**src/rtl/dram_arb_pkg.sv**
```systemverilog
// Shared encodings and widths for the two-port DRAM command arbiter.
package dram_arb_pkg;
  localparam int DATA_W    = 144;
  localparam int BE_W      = 18;
  localparam int ADDR_W    = 32;
  localparam int NUM_PORTS = 2;

  localparam logic PORT_APP   = 1'b0;
  localparam logic PORT_SNIFF = 1'b1;

  typedef enum logic [1:0] {IDLE, GRANT, WR2} arb_state_e;

  typedef struct packed {
    logic              en;
    logic              rnw;
    logic [ADDR_W-1:0] address;
    logic [DATA_W-1:0] wr_data;
    logic [BE_W-1:0]   wr_be;
  } port_req_t;
endpackage

```
**src/rtl/dram_arb_tag_fifo.sv**
```systemverilog
// DEPTH x 1-bit FIFO holding the issuing port of each outstanding read.
module dram_arb_tag_fifo #(
  parameter int DEPTH = 8
) (
  input  logic clk,
  input  logic rst_n,
  input  logic push,
  input  logic din,
  input  logic pop,
  output logic full,
  output logic empty,
  output logic head
);
  localparam int AW = $clog2(DEPTH);

  logic [DEPTH-1:0] mem;
  logic [AW-1:0]    wr_ptr, rd_ptr;
  logic [AW:0]      count;
  logic             do_push, do_pop;

  // A push at full is legal only when the head leaves in the same cycle.
  assign do_push = push && (!full || pop);
  assign do_pop  = pop && !empty;
  assign full    = (count == (AW+1)'(DEPTH));
  assign empty   = (count == '0);
  assign head    = mem[rd_ptr];

  always_ff @(posedge clk or negedge rst_n) begin
    if (!rst_n) begin
      mem    <= '0;
      wr_ptr <= '0;
      rd_ptr <= '0;
      count  <= '0;
    end else begin
      if (do_push) begin
        mem[wr_ptr] <= din;
        wr_ptr      <= wr_ptr + 1'b1;
      end
      if (do_pop) rd_ptr <= rd_ptr + 1'b1;
      case ({do_push, do_pop})
        2'b10:   count <= count + 1'b1;
        2'b01:   count <= count - 1'b1;
        default: count <= count;
      endcase
    end
  end
endmodule

```
**src/rtl/dram_cmd_arbiter.sv**
```systemverilog
// Shares one DRAM command interface between port 0 (app) and port 1 (sniffer).
// Define DRAM_ARB_RR_EN for round-robin on contention; default is port-0 priority.
module dram_cmd_arbiter
  import dram_arb_pkg::*;
#(
  parameter int RD_FIFO_DEPTH = 8,
  parameter int RD_BEATS      = 2
) (
  input  logic          dram_clk,
  input  logic          dram_rst_n,
  input  logic          p0_cmd_en,
  input  logic          p0_cmd_rnw,
  input  logic [31:0]   p0_address,
  input  logic [143:0]  p0_wr_data,
  input  logic [17:0]   p0_wr_be,
  output logic          p0_ack,
  output logic [143:0]  p0_rd_data,
  output logic          p0_rd_dvld,
  input  logic          p1_cmd_en,
  input  logic          p1_cmd_rnw,
  input  logic [31:0]   p1_address,
  input  logic [143:0]  p1_wr_data,
  input  logic [17:0]   p1_wr_be,
  output logic          p1_ack,
  output logic [143:0]  p1_rd_data,
  output logic          p1_rd_dvld,
  output logic          dram_cmd_en,
  output logic          dram_cmd_rnw,
  output logic [31:0]   dram_address,
  output logic [143:0]  dram_wr_data,
  output logic [17:0]   dram_wr_be,
  input  logic          dram_ack,
  input  logic [143:0]  dram_rd_data,
  input  logic          dram_rd_dvld,
  output logic          rd_orphan
);
  localparam int BW = $clog2(RD_BEATS + 1);

  arb_state_e                  state, state_nxt;
  logic                        grant, grant_nxt, last_grant, last_grant_nxt;
  logic [BW-1:0]               beat_cnt;
  port_req_t [NUM_PORTS-1:0]   req;
  port_req_t                   sel;
  logic [NUM_PORTS-1:0]        elig, ack_v, dvld_v;
  logic                        ack, push, pop, last_beat;
  logic                        fifo_full, fifo_empty, fifo_head;

  assign req[0] = {p0_cmd_en, p0_cmd_rnw, p0_address, p0_wr_data, p0_wr_be};
  assign req[1] = {p1_cmd_en, p1_cmd_rnw, p1_address, p1_wr_data, p1_wr_be};
  assign sel    = req[grant];

  // Eligibility sees the registered FIFO count, so a same-cycle pop helps next cycle.
  for (genvar i = 0; i < NUM_PORTS; i++) begin : g_port
    assign elig[i]   = req[i].en && (!req[i].rnw || !fifo_full);
    assign ack_v[i]  = ack && (grant == 1'(i));
    assign dvld_v[i] = dram_rd_dvld && !fifo_empty && (fifo_head == 1'(i));
  end

  always_comb begin
    state_nxt      = state;
    grant_nxt      = grant;
    last_grant_nxt = last_grant;
    push           = 1'b0;
    ack            = 1'b0;
    dram_cmd_en    = 1'b0;
    dram_wr_be     = '0;
    unique case (state)
      IDLE: begin
        if (|elig) begin
          state_nxt = GRANT;
          if (&elig) begin
`ifdef DRAM_ARB_RR_EN
            grant_nxt = ~last_grant;
`else
            grant_nxt = PORT_APP;
`endif
          end else begin
            grant_nxt = elig[PORT_SNIFF];
          end
        end
      end
      GRANT: begin
        dram_cmd_en = sel.en;
        dram_wr_be  = sel.wr_be;
        if (!sel.en) begin
          state_nxt = IDLE;
        end else if (dram_ack) begin
          ack            = 1'b1;
          last_grant_nxt = grant;
          push           = sel.rnw;
          state_nxt      = sel.rnw ? IDLE : WR2;
        end
      end
      WR2: begin
        dram_wr_be = sel.wr_be;
        state_nxt  = IDLE;
      end
      default: state_nxt = IDLE;
    endcase
  end

  assign dram_cmd_rnw = sel.rnw;
  assign dram_address = sel.address;
  assign dram_wr_data = sel.wr_data;
  assign p0_ack       = ack_v[0];
  assign p1_ack       = ack_v[1];
  assign p0_rd_dvld   = dvld_v[0];
  assign p1_rd_dvld   = dvld_v[1];
  assign p0_rd_data   = dram_rd_data;
  assign p1_rd_data   = dram_rd_data;

  assign last_beat = (beat_cnt == BW'(RD_BEATS - 1));
  assign pop       = dram_rd_dvld && !fifo_empty && last_beat;

  always_ff @(posedge dram_clk or negedge dram_rst_n) begin
    if (!dram_rst_n) begin
      state      <= IDLE;
      grant      <= 1'b1;
      last_grant <= 1'b1;
      beat_cnt   <= '0;
      rd_orphan  <= 1'b0;
    end else begin
      state      <= state_nxt;
      grant      <= grant_nxt;
      last_grant <= last_grant_nxt;
      if (dram_rd_dvld && !fifo_empty) beat_cnt <= last_beat ? '0 : beat_cnt + 1'b1;
      if (dram_rd_dvld && fifo_empty) rd_orphan <= 1'b1;
    end
  end

  dram_arb_tag_fifo #(.DEPTH(RD_FIFO_DEPTH)) u_tag_fifo (
    .clk   (dram_clk),
    .rst_n (dram_rst_n),
    .push  (push),
    .din   (grant),
    .pop   (pop),
    .full  (fifo_full),
    .empty (fifo_empty),
    .head  (fifo_head)
  );
endmodule
```
**config.mk**
```make
export PLATFORM = sky130hd
export DESIGN_NAME = dram_cmd_arbiter
export DESIGN_NICKNAME = d
export VERILOG_FILES = /design/src/rtl/dram_arb_pkg.sv /design/src/rtl/dram_arb_tag_fifo.sv /design/src/rtl/dram_cmd_arbiter.sv
export SDC_FILE = /design/constraint.sdc
export NUM_CORES = 1
export LEC_CHECK = 0
export CORE_AREA = 2 2 398 400
export DETAILED_ROUTE_END_ITERATION = 8
export DIE_AREA = 0 0 400 402
export PLACE_DENSITY = 0.3
export SLEW_MARGIN = 25
export SYNTH_ARGS = -nofsm -noshare
export SYNTH_HDL_FRONTEND = slang
export SYNTH_SLANG_ARGS = --single-unit
```
**constraint.sdc**
```tcl
create_clock -name dram_clk -period 2.26 [get_ports dram_clk]
set_input_delay 0.339 -clock dram_clk [delete_from_list [all_inputs] [get_ports dram_clk]]
set_output_delay 0.339 -clock dram_clk [all_outputs]
set_load 0.02 [all_outputs]
```
==> results of run 1 <==
worst register-to-register path, cell delays in order, from the launching register on:
cell and delay [ns]:
dfstp_4 0.70, buf_6 0.13, mux2i_4 0.25, nor2_4 0.08, nand3_4 0.09, ha_4 0.13
xor2_1 0.16, ha_2 0.19, a21oi_2 0.04, xor2_1 0.13, nor2_1 0.13, xor2_1 0.16
cells in the final DEF, fill, tap and decap left out, types with 5 or more instances in the layout:
cell type,instances
diode_2,10
xnor2_1,6
clkdlybuf4s50_1,396
buf_6,139
mux2i_4,8
buf_12,31
buf_16,10
mux2_4,99
nor2b_1,10
clkbuf_16,5
mux2_2,79
buf_2,38
buf_4,61
buf_8,16
clkbuf_2,26
nor2b_2,10
dfrtp_1,20
mux2i_1,11
nand3_1,7
mux2_1,9
final timing paths:
kind                       cells after the start                  end
setup reg to reg                              11  u_tag_fifo.count[2]
hold / removal                                 2             state[0]
max in group asynchronous                      2                grant
hold reg to reg                                1          beat_cnt[0]
min in group dram_clk                          1          beat_cnt[0]
setup / recovery                               6      dram_wr_data[5]
through the flow:
stage	instance area, um2	instances	hold slack (ns)	power [mW]
2_1_floorplan	5970	642	0.0434	6.02
3_3_place_gp	12800	3057	0.475	10.5
3_5_place_dp	12800	3057	0.465	10.5
4_1_cts	13800	3109	0.467	12.9
5_1_grt	14500	3128	0.483	14.5
6_report	14500	3134	0.448	13.7
power by group through the flow:
stage | logic, mW | registers [mW] | clock network (mW)
after floorplan | 5.28 | 0.738 | 0
after global placement | 9.64 | 0.858 | 0
after detailed placement | 9.61 | 0.860 | 0
after CTS | 11.6 | 0.853 | 0.450
after global routing | 13.1 | 0.894 | 0.463
final | 12.4 | 0.854 | 0.430
flip-flops by register name, indices dropped and copies added, names as in the netlist:
signal             cells
rd_orphan              1
state                  2
beat_cnt               2
u_tag_fifo.wr_ptr      3
grant                  1
u_tag_fifo.count       4
u_tag_fifo.rd_ptr      3
u_tag_fifo.mem         8
cell families (layout without fill, tap and decap cells):
logic type                 count (synthesis)  in the layout  share of synthesized area
buffers and inverters                    320            730                      0.388
muxes                                    211            211                      0.400
AOI/OAI and AO/OA                         15             15                     0.0223
and+or+nand+nor                           55             55                     0.0582
other                                      0             10                          0
DFF                                       24             24                      0.101
xor gates and xnor gates                  10             10                     0.0148
adders and majority gates                  7              7                     0.0148
routing by layer:
metal | share of wire | routed length (um) | vias up
met5 | 0.0045 | 351 | -
met4 | 0.016 | 1260 | 50
met3 | 0.20 | 15400 | 179
met2 | 0.43 | 33500 | 781
met1 | 0.35 | 27700 | 3036
li1 | - | - | 2733
timing repair:
action | 4_1_cts | 5_1_grt
endpoints found under the setup margin | 198 | 196
gates resized for setup | 716 | 305
setup buffers | 37 | 26
cloned | 11 | 2
pin swaps | 3 | 8
final cells by class:
class                   count  area [um2]
inverters                   4        15.0
multi-input cells         298        3620
well taps                2072        2590
clock buffers               4        88.8
fillers                 18300      143000
flip-flops and latches     24         609
diodes                     10        25.0
repair buffers            722        7550
==> run summary, run 1 <==
pre-CTS WS -> -0.340 ns
worst hold path class -> in -> async
DR WL/cell -> 25.0 um
IO Pins -> 1029
die area -> 0.161 mm2
Worst Setup Start Kind -> flip-flop
DRT Pass-1 Iters -> 4
synth top area cells -> buf_4, mux2_2, dfrtp_1, mux2i_1, nor2b_1
crit path from -> grant
sw frac -> 0.421
Least-Margin Pin Slew -> 0.395 ns
met3 global-route usage -> 0.0799
Logic pwr share -> 0.906
Synth-to-Final Area Change -> 144%
Detailed Route Iter0 Violations -> 218
Reg clk slew, reported paths -> 0.07 ns
CP endpoint kind -> output port
worst path required time -> 1.92 ns
Crit path largest cell delay -> 0.70 ns
core area -> 0.157 mm2
Synth Net Count -> 1189
TritonCTS Buffers -> 3
Post-DP HPWL -> 71000 um
Pwr per Cell Area -> 945 mW/mm2
outcome -> finished with violations
GPL Wtd Cong -> 0.844
wirelength, routed -> 78200 um
CTS Root Cell -> clkbuf_16
max-slew violations -> 0
share of total power in the clock network -> 0.031
Post-synth top cells -> buf_4, mux2_2, dfrtp_1
Async SR Flop Fraction -> 1.00
Worst R2R Setup Slack -> -0.01 ns
commonest register cell after synthesis -> dfrtp_1
failing checks -> setup timing
reg-to-reg startpoint -> grant
final setup margin -> -0.120 ns
CTS Hold Bufs -> 0
switching pwr -> 5.76 mW
first-pass GRT wire length -> 91200 um
WP buf/inv -> 5
worst setup path class -> reg -> out
fin util -> 0.0923
initial antenna violation count -> 92
Cell Chain, Critical Path -> buf_12, buf_16, buf_8, buf_4, mux2_4, buf_6
Final Hold Viols -> 0
Via density -> 2.16
Sequential Power Share -> 0.062
# Max-Cap Violations -> 0
setup tns final -> -5.29 ns
I/O Buffers -> 596
Synth area leader -> buf_4
cell with the most instances after synthesis -> buf_4
Max VDD drop -> 0.000344 V
Critical Path AT -> 2.04 ns
Rows -> 146
routed vias -> 6779
antenna-violating nets left -> 0
Setup-failing EPs final -> 96
CP max stage cell -> dfstp_4
GRT met1 Usage -> 0.0955
# H-tree levels -> 1
Lkg Pwr -> 5.40 nW
Post-synth EDFFs -> 0
Syn Area/Cell -> 9.25 um2
share of layout cells above drive strength 1 -> 0.523
fmax -> 420 MHz
Crit Path Max Fanout -> 7
clock skew -> 0.00251 ns
Max Root-Sink Buffers -> 2
internal power -> 7.94 mW
Overflow after GRT -> 0
Cells after Synth -> 642
largest net degree at the start of global routing -> 25
share of the synthesized area in the top cell type -> 0.364
flops & latches, synth -> 24
final net count -> 1600
Seq/Total Area, Yosys -> 0.101
Clock Sinks -> 24
cell class contributing the biggest share of worst-path delay -> buffers and inverters
post-route clock period utilization -> 1.05
DRC Markers -> 0
RSZ-0062 raised after global routing -> true
CTS tree -> done
synth warn -> 0
latest clock arrival within the worst-skew pair -> 0.26 ns
met2 Resource Use GR -> 0.140
Die Y-Extent -> 402 um
Netlist cell types -> 41
Die X -> 400 um
gr busiest metal -> met2
GRT Overall Usage -> 0.0909
vias in the first global route -> 7063
fin crit period -> 2.38 ns
Slew HR -> 0.734
synthesized area -> 0.00594 mm2
Initial Utilization -> 0.0378
No activity file was read; power rests on OpenSTA's default activity.
==> inputs of run 2 (changes only) <==
Settings changed: CTS_BUF_LIST set to sky130_fd_sc_hd__clkbuf_16.
==> run 2 against run 1 <==
Compared with the run above:
- fmax rose by 0.28%
- clock skew is essentially flat
- the run still ends with setup timing left
- worst setup slack improved by 0.0068 ns
- critical path depth did not move
==> run summary, run 2 (synthesis gave the netlist of run 1 again) <==
routed vias -> 6783 (+0.059%)
largest reg by FF count -> u_tag_fifo.mem
GRT Overall Usage -> 0.0909 (unchanged)
Max VDD drop -> 0.000348 V (+1.1%)
RSZ-0062 raised after global routing -> true
Via density -> 2.16 (about the same)
max-slew violations -> 0 (unchanged)
outcome -> finished with violations
vias in the first global route -> 7063 (unchanged)
post-route clock period utilization -> 1.05 (-0.00299)
Reg clk slew, reported paths -> 0.07 ns (about the same)
failing checks -> setup timing
CP max stage cell -> dfstp_4
# Max-Cap Violations -> 0 (unchanged)
worst path required time -> 1.92 ns (about the same)
fin crit period -> 2.37 ns (-0.00675 ns)
core area -> 0.157 mm2 (unchanged)
clock skew -> 0.00251 ns (-0.00000593 ns)
DR WL/cell -> 24.9 um (-0.17%)
Initial Utilization -> 0.0378 (unchanged)
Least-Margin Pin Slew -> 0.395 ns (unchanged)
fmax -> 421 MHz (+0.28%)
IO Pins -> 1029 (unchanged)
GPL Wtd Cong -> 0.844 (unchanged)
worst setup path class -> reg -> out
antenna-violating nets left -> 0 (unchanged)
Post-DP HPWL -> 71000 um (unchanged)
Lkg Pwr -> 5.43 nW (+0.44%)
worst hold slack -> 0.447 ns (-0.000203 ns)
WP buf/inv -> 5 (unchanged)
initial antenna violation count -> 92 (unchanged)
Cell Chain, Critical Path -> buf_12, buf_16, buf_8, buf_4, mux2_4, buf_6
fillcell total -> 18300 (-0.011%)
latest clock arrival within the worst-skew pair -> 0.26 ns (about the same)
Worst Setup Start Kind -> flip-flop
DRC Markers -> 0 (unchanged)
CTS Root Cell -> clkbuf_16
Rows -> 146 (unchanged)
Overflow after GRT -> 0 (unchanged)
Pwr per Cell Area -> 946 mW/mm2 (+0.14%)
Crit Path Max Fanout -> 7 (unchanged)
largest net degree at the start of global routing -> 25 (unchanged)
I/O Buffers -> 596 (unchanged)
first-pass GRT wire length -> 91200 um (unchanged)
area of the multi-input gates -> 0.00363 mm2 (+0.31%)
Final Hold Viols -> 0 (unchanged)
Detailed Route Iter0 Violations -> 253 (+16%)
FF/Latch Area -> 609 um2 (unchanged)
wirelength, routed -> 78100 um (about the same)
Slew HR -> 0.734 (unchanged)
TritonCTS Buffers -> 3 (unchanged)
final net count -> 1602 (+0.13%)
CTS Hold Bufs -> 0 (unchanged)
Synth-to-Final Area Change -> 145%
setup tns final -> -5.77 ns (-0.487 ns)
Crit path largest cell delay -> 0.70 ns (about the same)
CP endpoint kind -> output port
die area -> 0.161 mm2 (unchanged)
CTS tree -> done
commonest non-fill, non-tap cell in the layout -> clkdlybuf4s50_1
DRT Pass-1 Iters -> 4 (unchanged)
cell class contributing the biggest share of worst-path delay -> buffers and inverters
Die X -> 400 um (unchanged)
Max Root-Sink Buffers -> 2 (unchanged)
final setup margin -> -0.114 ns (+0.00675 ns)
# H-tree levels -> 1 (unchanged)
Clock Sinks -> 24 (unchanged)
Die Y-Extent -> 402 um (unchanged)
Setup-failing EPs final -> 103 (+7.3%)
max FFs per register -> 8 (unchanged)
Largest regs -> u_tag_fifo.mem x8, u_tag_fifo.count x4
share of layout cells above drive strength 1 -> 0.523 (about the same)
worst hold path class -> in -> async
commonest cells after routing, fill and taps aside -> clkdlybuf4s50_1, buf_6, mux2_4, mux2_2, buf_4
Critical Path AT -> 2.03 ns (about the same)
[run 2: metal layers]
| layer | global-route usage | vias to the layer above | wire (um) |
|---|---|---|---|
| met3 | 0.0799 | 183 | 15700 |
| li1 | - | 2737 | - |
| met5 | 0.00333 | - | 344 |
| met2 | 0.140 | 788 | 33300 |
| met4 | 0.0102 | 48 | 1460 |
| met1 | 0.0955 | 3027 | 27400 |
[run 2: per-stage QoR]
stage	total power [mW]	utilization	worst slack, ns	cell area, um2	cells
floorplan	6.02	-	-0.0302	5970	642
global placement	10.5	0.0817	-0.326	12800	3057
detailed placement	10.5	0.0817	-0.340	12800	3057
CTS	12.8	0.0874	-0.250	13700	3109
global route	14.5	0.0924	-0.198	14500	3130
finish	13.8	0.0925	-0.114	14500	3137
[run 2: repair_timing]
item,CTS,global route
resized for setup,715,316
setup endpoints to repair,198,196
cloned,11,2
pin swaps,3,8
setup buffers,37,28
[run 2: final cells by class]
type / count / share of cell area
Clock inverter: 1 / 0.000258
Clock buffer: 3 / 0.00516
Tap cell: 2072 / 0.178
Antenna cell: 11 / 0.00189
Timing Repair Buffer: 724 / 0.522
Inverter: 4 / 0.00103
Sequential cell: 24 / 0.0419
Multi-Input combinational cell: 298 / 0.250
[run 2: final timing paths]
kind | start | to | slack (ns) | cells after the start
worst min register to register | beat_cnt[0] | beat_cnt[0] | 0.47 | 1
max in group asynchronous | dram_rst_n | grant | 1.51 | 2
worst min-delay path | dram_rst_n | state[0] | 0.45 | 2
worst max-delay path | grant | dram_wr_data[5] | -0.11 | 6
min in group dram_clk | beat_cnt[0] | beat_cnt[0] | 0.47 | 1
worst max register to register | grant | u_tag_fifo.count[2] | -0.01 | 11
[run 2: report_power, final]
part	switching, mW	internal, mW
registers	0.240	0.613
logic	5.39	7.11
clock network	0.159	0.237
[run 2: worst register-to-register path, stage by stage (launching register included)]
cell and delay [ns]:
dfstp_4 0.70, buf_6 0.13, mux2i_4 0.25, nor2_4 0.08, nand3_4 0.09, ha_4 0.13, xor2_1 0.16, ha_2 0.19
a21oi_2 0.04, xor2_1 0.13, nor2_1 0.13, xor2_1 0.16
